File: config.mk
export PLATFORM = sky130hd
export DESIGN_NAME = fp_div_norm_seq
export DESIGN_NICKNAME = d
export VERILOG_FILES = /design/src/rtl/fp_div_pkg.sv /design/src/rtl/lzc_param.sv /design/src/rtl/fp_div_norm_seq.sv
export SDC_FILE = /design/constraint.sdc
export NUM_CORES = 1
export LEC_CHECK = 0
export CAP_MARGIN = 0
export CORE_UTILIZATION = 25
export DETAILED_ROUTE_END_ITERATION = 6
export PLACE_DENSITY = 0.49
export RECOVER_POWER = 25
export SLEW_MARGIN = 20
export SYNTH_ARGS = -nofsm -noshare
export SYNTH_HDL_FRONTEND = slang
export SYNTH_HIERARCHICAL = 1
export SYNTH_SLANG_ARGS = --single-unit
File: constraint.sdc
create_clock -name clk -period 3.6 [get_ports clk]
set_input_delay 0.9 -clock clk [delete_from_list [all_inputs] [get_ports clk]]
set_output_delay 0.9 -clock clk [all_outputs]
set_load 0.03 [all_outputs]
File: src/rtl/fp_div_pkg.sv
// Shared types and constants for the floating-point divider post-normalisation stage.
package fp_div_pkg;

  typedef enum logic [1:0] {
    IDLE = 2'd0,
    NORM = 2'd1,
    DONE = 2'd2
  } norm_state_t;

  localparam int unsigned QUO_W_DEF  = 70;
  localparam int unsigned MANT_W_DEF = 23;
  localparam int unsigned EXP_W_DEF  = 10;
  localparam int unsigned STEP_DEF   = 4;

  // Offsets below the quotient MSB (the hidden bit) for each result field
  localparam int unsigned FRAC_OFS   = 2;
  localparam int unsigned GUARD_OFS  = 2;
  localparam int unsigned ROUND_OFS  = 3;
  localparam int unsigned STICKY_OFS = 4;

endpackage

File: src/rtl/lzc_param.sv
// Combinational priority leading-zero counter; reports W for an all-zero input.
module lzc_param #(
  parameter int unsigned W  = 24,
  parameter int unsigned CW = $clog2(W + 1)
) (
  input  logic [W-1:0]  i_data,
  output logic [CW-1:0] o_cnt
);

  // Scan upward so the highest set bit wins
  always_comb begin
    o_cnt = CW'(W);
    for (int unsigned i = 0; i < W; i++) begin
      if (i_data[i]) o_cnt = CW'(W - 1 - i);
    end
  end

endmodule

File: src/rtl/fp_div_norm_seq.sv
// Sequential post-divide normaliser: shifts the raw quotient left up to STEP bits
// per cycle and produces fraction, rounding bits and exponent adjustment.
module fp_div_norm_seq
  import fp_div_pkg::*;
#(
  parameter int unsigned QUO_W  = QUO_W_DEF,
  parameter int unsigned MANT_W = MANT_W_DEF,
  parameter int unsigned EXP_W  = EXP_W_DEF,
  parameter int unsigned STEP   = STEP_DEF
) (
  input  logic              clk,
  input  logic              rst_n,
  input  logic              in_valid,
  output logic              in_ready,
  input  logic [QUO_W-1:0]  quotient,
  input  logic [MANT_W:0]   dividend_m,
  input  logic [MANT_W:0]   divisor_m,
  input  logic              a_denorm,
  input  logic              b_denorm,
  output logic              out_valid,
  input  logic              out_ready,
  output logic [MANT_W-1:0] mant_out,
  output logic              guard,
  output logic              round_b,
  output logic              sticky,
  output logic [EXP_W-1:0]  exp_adj,
  output logic              zero
);

  localparam int unsigned MW      = MANT_W + 1;
  localparam int unsigned AW      = $clog2(MW + 1);
  localparam int unsigned SW      = $clog2(STEP + 1);
  localparam int unsigned ADJ_MAX = QUO_W + 2 * MW;

  if (STEP < 1 || STEP > 8 || QUO_W < MANT_W + 4 || (1 << (EXP_W - 1)) <= ADJ_MAX) begin : g_bad_param
    $error("fp_div_norm_seq: illegal parameter combination");
  end

  norm_state_t      r_state;
  logic [QUO_W-1:0] r_q;
  logic [EXP_W-1:0] r_adj;

  logic [AW-1:0]    w_lz_a;
  logic [AW-1:0]    w_lz_b;
  logic [SW-1:0]    w_lz_s;
  logic [STEP-1:0]  w_win;
  logic [EXP_W-1:0] w_adj_init;

  lzc_param #(.W(MW)) u_lzc_a (.i_data(dividend_m), .o_cnt(w_lz_a));
  lzc_param #(.W(MW)) u_lzc_b (.i_data(divisor_m),  .o_cnt(w_lz_b));
  lzc_param #(.W(STEP)) u_lzc_s (.i_data(w_win), .o_cnt(w_lz_s));

  assign w_win      = r_q[QUO_W-1 -: STEP];
  assign w_adj_init = (b_denorm ? EXP_W'(w_lz_b) : EXP_W'(0))
                    - (a_denorm ? EXP_W'(w_lz_a) : EXP_W'(0));
  assign in_ready   = (r_state == IDLE);

  // First DONE cycle captures the result fields; the second onward presents them
  always_ff @(posedge clk or negedge rst_n) begin
    if (!rst_n) begin
      r_state   <= IDLE;
      r_q       <= '0;
      r_adj     <= '0;
      out_valid <= 1'b0;
      mant_out  <= '0;
      guard     <= 1'b0;
      round_b   <= 1'b0;
      sticky    <= 1'b0;
      exp_adj   <= '0;
      zero      <= 1'b0;
    end else begin
      case (r_state)
        IDLE: begin
          if (in_valid) begin
            r_q     <= quotient;
            r_adj   <= w_adj_init;
            r_state <= NORM;
          end
        end
        NORM: begin
          if (r_q == '0) begin
            zero    <= 1'b1;
            r_state <= DONE;
          end else if (r_q[QUO_W-1]) begin
            r_state <= DONE;
          end else begin
            r_q   <= r_q << w_lz_s;
            r_adj <= r_adj - EXP_W'(w_lz_s);
          end
        end
        DONE: begin
          if (!out_valid) begin
            mant_out  <= r_q[QUO_W-FRAC_OFS -: MANT_W];
            guard     <= r_q[QUO_W-GUARD_OFS-MANT_W];
            round_b   <= r_q[QUO_W-ROUND_OFS-MANT_W];
            sticky    <= |r_q[QUO_W-STICKY_OFS-MANT_W:0];
            exp_adj   <= r_adj;
            out_valid <= 1'b1;
          end else if (out_ready) begin
            out_valid <= 1'b0;
            zero      <= 1'b0;
            r_state   <= IDLE;
          end
        end
        default: r_state <= IDLE;
      endcase
    end
  end

endmodule

# ---- After elaboration in Yosys (flattened, before gate mapping)
# Index checks and enable logic that the tools add are counted.
dict set report word_totals {
  register_bits 120
  latch_bits 0
  mem_bits_rw 0
  mem_bits_ro 0
  input_bits 124
  out_inout_bits 39
  word_cells 108
  memories 0
}
dict set report op_classes {
  n_addsub 2
  n_mul 0
  div 0
  magnitude_cmp 0
  eq_ne 9
  shifts 1
  n_mux 74
  bitwise 1
  n_reduce_logical 10
}
# op count
set op_table {}
lappend op_table {{2-to-1 mux 70 bit} 3}
lappend op_table {{2-to-1 mux 5 bit} 34}
lappend op_table {{one-hot mux 70 bit (2 select lines)} 1}
lappend op_table {{logical NOT 70 bit} 1}
lappend op_table {{<< shifter 70 x 3 -> 70 bit} 1}
lappend op_table {{2-to-1 mux 4 bit} 16}
lappend op_table {{OR reduction 44 bit} 1}
lappend op_table {{2-to-1 mux 10 bit} 3}
lappend op_table {{one-hot mux 10 bit (2 select lines)} 1}
lappend op_table {{2-to-1 mux 3 bit} 4}
lappend op_table {{!= test 2 bit, second input constant} 6}
lappend op_table {{AND reduction 4 bit} 3}
lappend op_table {{2-to-1 mux 2 bit} 5}
lappend op_table {{subtractor 10 x 3 -> 10 bit} 1}
lappend op_table {{one-hot mux 2 bit (3 select lines)} 1}
lappend op_table {{subtractor 5 x 5 -> 6 bit} 1}
lappend op_table {{2-to-1 mux 1 bit} 5}
lappend op_table {{nonzero test 2 bit} 2}
lappend op_table {{!= test 3 bit, second input constant} 1}
lappend op_table {{AND reduction 3 bit} 1}
lappend op_table {{== test 2 x 1 -> 1 bit, second input constant} 1}
lappend op_table {{== test 2 bit, second input constant} 1}
lappend op_table {{logical NOT 2 bit} 1}
lappend op_table {{one-hot mux 1 bit (2 select lines)} 1}
lappend op_table {{other kinds (2)} 2}

# ---- Longest topological paths before layout
# Gate-level depths: netlist (run 1).
dict set report depth {
  ltp_word 28
  mapped_depth 13
  depth_no_buf 13
}

# ---- By module
# Netlist (run 1), hierarchy kept.
# mod instances cells_per_inst area_each_um2 seq_area_each_um2
set modules_own_cells {}
lappend modules_own_cells {fp_div_norm_seq 1 684 7744.9 3002.9}
lappend modules_own_cells {{lzc_param at u_lzc_a ...} 2 48 265.3 0.0}
lappend modules_own_cells {{lzc_param at u_lzc_s} 1 6 36.3 0.0}

# ---- Worst setup path after synthesis (run 1)
# No wires, ideal clock.
dict set report synth_timing {
  path_type {reg-to-reg}
  start {reg r_q[67]}
  end {reg r_adj[8]}
  setup_ns 0.121
  t_arrival_ns 3.037
  required_time_ns 3.479
  slack_ns 0.442
  stages_incl_launch_ff 13
  n_path_buf 3
  synth_period_minus_slack_ns 3.158
  path_cell_list {dfrtp_1 -> nor2_1 -> nor3_1 -> buf_2 -> buf_1 -> inv_1 -> clkbuf_1 -> fa_1 -> a211o_1 -> nand2b_1 -> o31ai_1 -> o311ai_0 -> a22o_1}
}
dict set report synth_between {
  elab_chain_cells 7
  elab_cells_between_ends 10
  classes_between {1 x add/sub; 1 x eq/ne; 6 x mux; 2 x reduce/logical}
}
# item line
set synth_lines {}
lappend synth_lines {{start: declaration} fp_div_norm_seq.sv:40} ;# logic [QUO_W-1:0] r_q;
lappend synth_lines {{start signal: assignment} fp_div_norm_seq.sv:75} ;# r_q <= quotient;
lappend synth_lines {{start signal: assignment} fp_div_norm_seq.sv:87} ;# r_q <= r_q << w_lz_s;
lappend synth_lines {{2-to-1 mux 3 bit (3 in a row)} lzc_param.sv:14} ;# if (i_data[i]) o_cnt = CW'(W - 1 - i);
lappend synth_lines {{net w_lz_s[1]} fp_div_norm_seq.sv:45} ;# logic [SW-1:0] w_lz_s;
lappend synth_lines {{subtractor 10 x 3 -> 10 bit} fp_div_norm_seq.sv:88} ;# r_adj <= r_adj - EXP_W'(w_lz_s);
lappend synth_lines {{2-to-1 mux 10 bit} fp_div_norm_seq.sv:84} ;# end else if (r_q[QUO_W-1]) begin
lappend synth_lines {{2-to-1 mux 10 bit} fp_div_norm_seq.sv:81} ;# if (r_q == '0) begin
lappend synth_lines {{one-hot mux 10 bit (2 select lines)} fp_div_norm_seq.sv:72} ;# case (r_state)
lappend synth_lines {{end signal: assignment} fp_div_norm_seq.sv:76} ;# r_adj <= w_adj_init;
lappend synth_lines {{end signal: assignment} fp_div_norm_seq.sv:88}
lappend synth_lines {{end: declaration} fp_div_norm_seq.sv:41} ;# logic [EXP_W-1:0] r_adj;
# The timed path passes the listed nets, and every way through them passes these cells. The select of a mux whose other input is x is not followed.
# A chain may end at the register's enable or synchronous reset.

# ---- Worst setup path after layout (run 1)
dict set report layout_timing {
  start {in dividend_m[4]}
  end {reg r_adj[4]}
}
dict set report layout_between {
  elab_chain_cells 24
}
# item line
set layout_lines {}
lappend layout_lines {{start: declaration} fp_div_norm_seq.sv:16} ;# input logic [MANT_W:0] dividend_m,
lappend layout_lines {{2-to-1 mux 4 bit (4 in a row)} lzc_param.sv:14}
lappend layout_lines {{2-to-1 mux 5 bit (16 in a row)} lzc_param.sv:14}
lappend layout_lines {{net w_lz_a[0]} fp_div_norm_seq.sv:43} ;# logic [AW-1:0] w_lz_a;
lappend layout_lines {{2-to-1 mux 5 bit} fp_div_norm_seq.sv:55} ;# - (a_denorm ? EXP_W'(w_lz_a) : EXP_W'(0));
lappend layout_lines {{subtractor 5 x 5 -> 6 bit} fp_div_norm_seq.sv:55}
lappend layout_lines {{2-to-1 mux 10 bit} fp_div_norm_seq.sv:74} ;# if (in_valid) begin
lappend layout_lines {{one-hot mux 10 bit (2 select lines)} fp_div_norm_seq.sv:72}
# The timed path passes the listed nets, and every way through them passes these cells. The select of a mux whose other input is x is not followed.

==> impl_results.md, run 1 <==
- Worst Path Arrival: 3620 ps
- P_sw: 4.77 mW
- Switching power share of the total: 43.9%
- Wire per inst: 19.9 microns
- Worst slew pin tran: 1470 ps
- Startpoint class of the critical path: input pin
- Die X-Extent: 184 microns
- Setup slack after layout: 307 ps
- Seq cells post-synth: 120
- Int Pwr: 6.08 mW
- Area of the core: 0.0326 sq mm
- First-pass GRT wire length: 43,800 microns
- Clk network pwr share: 15.3%
- Largest net degree at the start of global routing: 77
- Setup Buffers After CTS: 0
- Footprint of the multi-input gates: 0.00503 sq mm
- Fraction of layout cells with a size suffix above 1: 18.6%
- Die Y-Extent: 184 microns
- Post-CTS Resized: 0
- Worst clock skew: 14.0 ps
- Setup WS pre-CTS: -84.9 ps
- Count of flip-flops with a built-in enable after synthesis: 0
- GRT Total Usage: 16.5%
- Top_reg_cell synth: dfrtp_1
- Critical path fanouts, max: 4
- Gpl congestion: 0.836
- Gate power share: 57.7%
- Syn Inst Count: 786
- Synth cell count leaders: dfrtp_1 (120), nor2_1 (98), a211oi_1 (64), a222oi_1 (59), mux4_2 (56)
- Hold Vio Cnt, Final: 0
- Final #Nets: 1,062
- Vias in the first global route: 7,449
- Static Leak: 3.93 nW
- # diodes: 0
- Antenna violations before repair: 0
- Yosys top cell by area: dfrtp_1
- Slew Limit Fails: 0
- Outcome: complete, but fails checks
- Fin area: 0.0111 sq mm
- Max H-tree Level: 4
- TritonCTS Buffers: 17
- WP data required: 3930 ps
- Most common cell in the netlist: dfrtp_1
- Synth top area share: 36.1%
- Seq pwr share: 27.0%
- Placement Cell Area: 0.0105 sq mm
- Design Power: 10.8 mW
- Number of library cell types mapped by synthesis: 60
- Critical path class: in -> reg
- Max frequency: 304 MHz
- Number of port buffers: 162
- Netlist Area Pre-Place: 0.00831 sq mm
- Critical R2R Launch: r_q[10]
- Fill cell count: 3,290
- DR vias: 7,753
- Unrepaired setup endpoints after global routing: false
- CTS tree: done
- HP Class: reg -> reg
- Post-DRT Antenna Nets: 0
- P&R area growth vs syn: 33.6%
- Met2 Use GR: 23.8%
- Tmin final: 3290 ps
- DIE AREA: 0.0340 sq mm
- Register Area: 0.00300 sq mm
- Period utilization: 91.5%
- Post-synth ARST share: 100%
- Failing checks: design-rule violations
- Sequential area share after synthesis: 36.1%
- Met3 Use GR: 3.28%
- Fin util: 34.0%
- Setup violations, final: 0
- Worst VDD drop: 0.000475 V
- Max_slew headroom: 1.80%
- Worst-path clk slew: 60 ps
- Yosys warning count: 6
- Max cap viols: 0
- Root Buffer: clkbuf_16
- Via density: 5.61
- Cell Rows: 66
- Hold path start: mant_out[8]
- Clock Path Buffers: 2
- Setup TNS: 0 ps
- I/O pin total: 163
- Worst setup path start: dividend_m[4]
- Clock Sinks: 120
- Power per cell area: 977 mW/mm^2
- GR Util met1: 24.3%
- Mean Syn Cell Area: 10.6 sq um
- Worst skew pair latency: 420 ps
- Cts hold-fix bufs: 0
- Synth area leaders: dfrtp_1 (36%), mux4_2 (15%), a222oi_1 (7.1%)
- Kind of end point of the critical path: flop
- Overall routed net length: 27,500 microns
- DRT Pass-1 Iters: 7
- Overflow after GRT: 0
- DRC viols: 13
- Syn_nets: 920
- Initial drt markers: 999
- Detailed Place HPWL: 18,700 microns
- Busiest grt layer: met1
- Initial core utilization: 25.5%
critical path, stage by stage:
cell             delay, ps
clkdlybuf4s50_1        510
inv_1                   60
a221oi_1               290
o211ai_1               150
o211ai_1               190
and2_1                 160
ha_1                   160
inv_1                   50
fa_1                   380
a21o_1                 170
a21oi_1                180
xnor2_1                160
a21oi_1                100
o2bb2ai_1              170
power by group through the flow:
stage / clock (mW) / combinational, mW / sequential [mW]
after detailed placement: 0 / 6.24 / 2.94
after CTS: 1.70 / 6.27 / 2.92
after floorplan: 0 / 4.22 / 3.01
after global placement: 0 / 6.21 / 2.93
final: 1.66 / 6.26 / 2.93
after global routing: 1.76 / 6.79 / 3.06
path summary, 6_finish.rpt:
| kind | depth (start not counted) | endpoint | slack (ps) |
|---|---|---|---|
| setup / recovery | 14 | r_adj[4] | 310 |
| hold / removal | 1 | mant_out[8] | 500 |
| setup reg to reg | 7 | r_q[19] | 510 |
| hold reg to reg | 1 | mant_out[8] | 500 |
| max in group asynchronous | 2 | r_adj[2] | 1640 |
| min in group asynchronous | 1 | mant_out[22] | 850 |
registers in the layout, summed over array words and instances (netlist names):
name,flops
exp_adj,10
guard,1
mant_out,23
out_valid,1
r_adj,10
r_q,70
r_state,2
round_b,1
sticky,1
zero,1
layout make-up:
cell class | count | share of cell area, %
clock buffers | 21 | 4.24
clock inverters | 10 | 0.868
inverters | 12 | 0.406
multi-input cells | 585 | 45.3
flip-flops and latches | 120 | 27.0
well taps | 442 | 4.98
repair buffers | 192 | 17.2
stage by stage:
stage | std cells | hold WS, ps
final | 1382 | 503
after global routing | 1382 | 520
after CTS | 1382 | 509
after detailed placement | 1351 | 495
after global placement | 1351 | 493
after floorplan | 786 | 479
cell families (layout without fill, tap and decap cells):
family                   Yosys count  after routing  synth area share (%)
flip-flops                       120            120                  36.1
buffers and inverters             81            235                  4.03
multiplexers                     113            113                  22.8
AND/OR/NAND/NOR                  235            235                  13.6
adder cells (fa/ha/maj)           10             10                  1.69
XOR/XNOR                           4              4                 0.422
AO/OA/AOI/OAI                    223            223                  21.3
per-layer routing:
| metal | wire [microns] | up-vias |
|---|---|---|
| met4 | 500 | 0 |
| met1 | 13100 | 3924 |
| met3 | 1750 | 24 |
| li1 | - | 3487 |
| met2 | 12100 | 318 |
| met5 | 0 | - |
cell usage in the layout, fill, tap and decap left out, types with 8 or more instances in the layout:
master | Yosys | layout
ha_1 | 8 | 8
clkdlybuf4s50_1 | 0 | 161
a211oi_1 | 64 | 64
nor2b_1 | 12 | 12
nor3_1 | 20 | 17
mux2_2 | 41 | 41
buf_4 | 0 | 22
inv_1 | 11 | 11
nor4_1 | 28 | 28
mux2i_1 | 14 | 14
nand3_1 | 10 | 10
a222oi_1 | 59 | 59
nor2_1 | 98 | 97
a21oi_1 | 11 | 9
o21ai_0 | 24 | 24
dfrtp_1 | 120 | 120
nand2_1 | 30 | 30
mux4_2 | 56 | 56
clkbuf_16 | 0 | 17
nand2b_1 | 9 | 8
(Power assumes the default switching activity.)
==> run 2: changes to the inputs <==
- CTS_CLUSTER_DIAMETER: unset -> 150
==> results of run 2 <==
The final DEF is identical to that of run 1; final timing and power are the same.
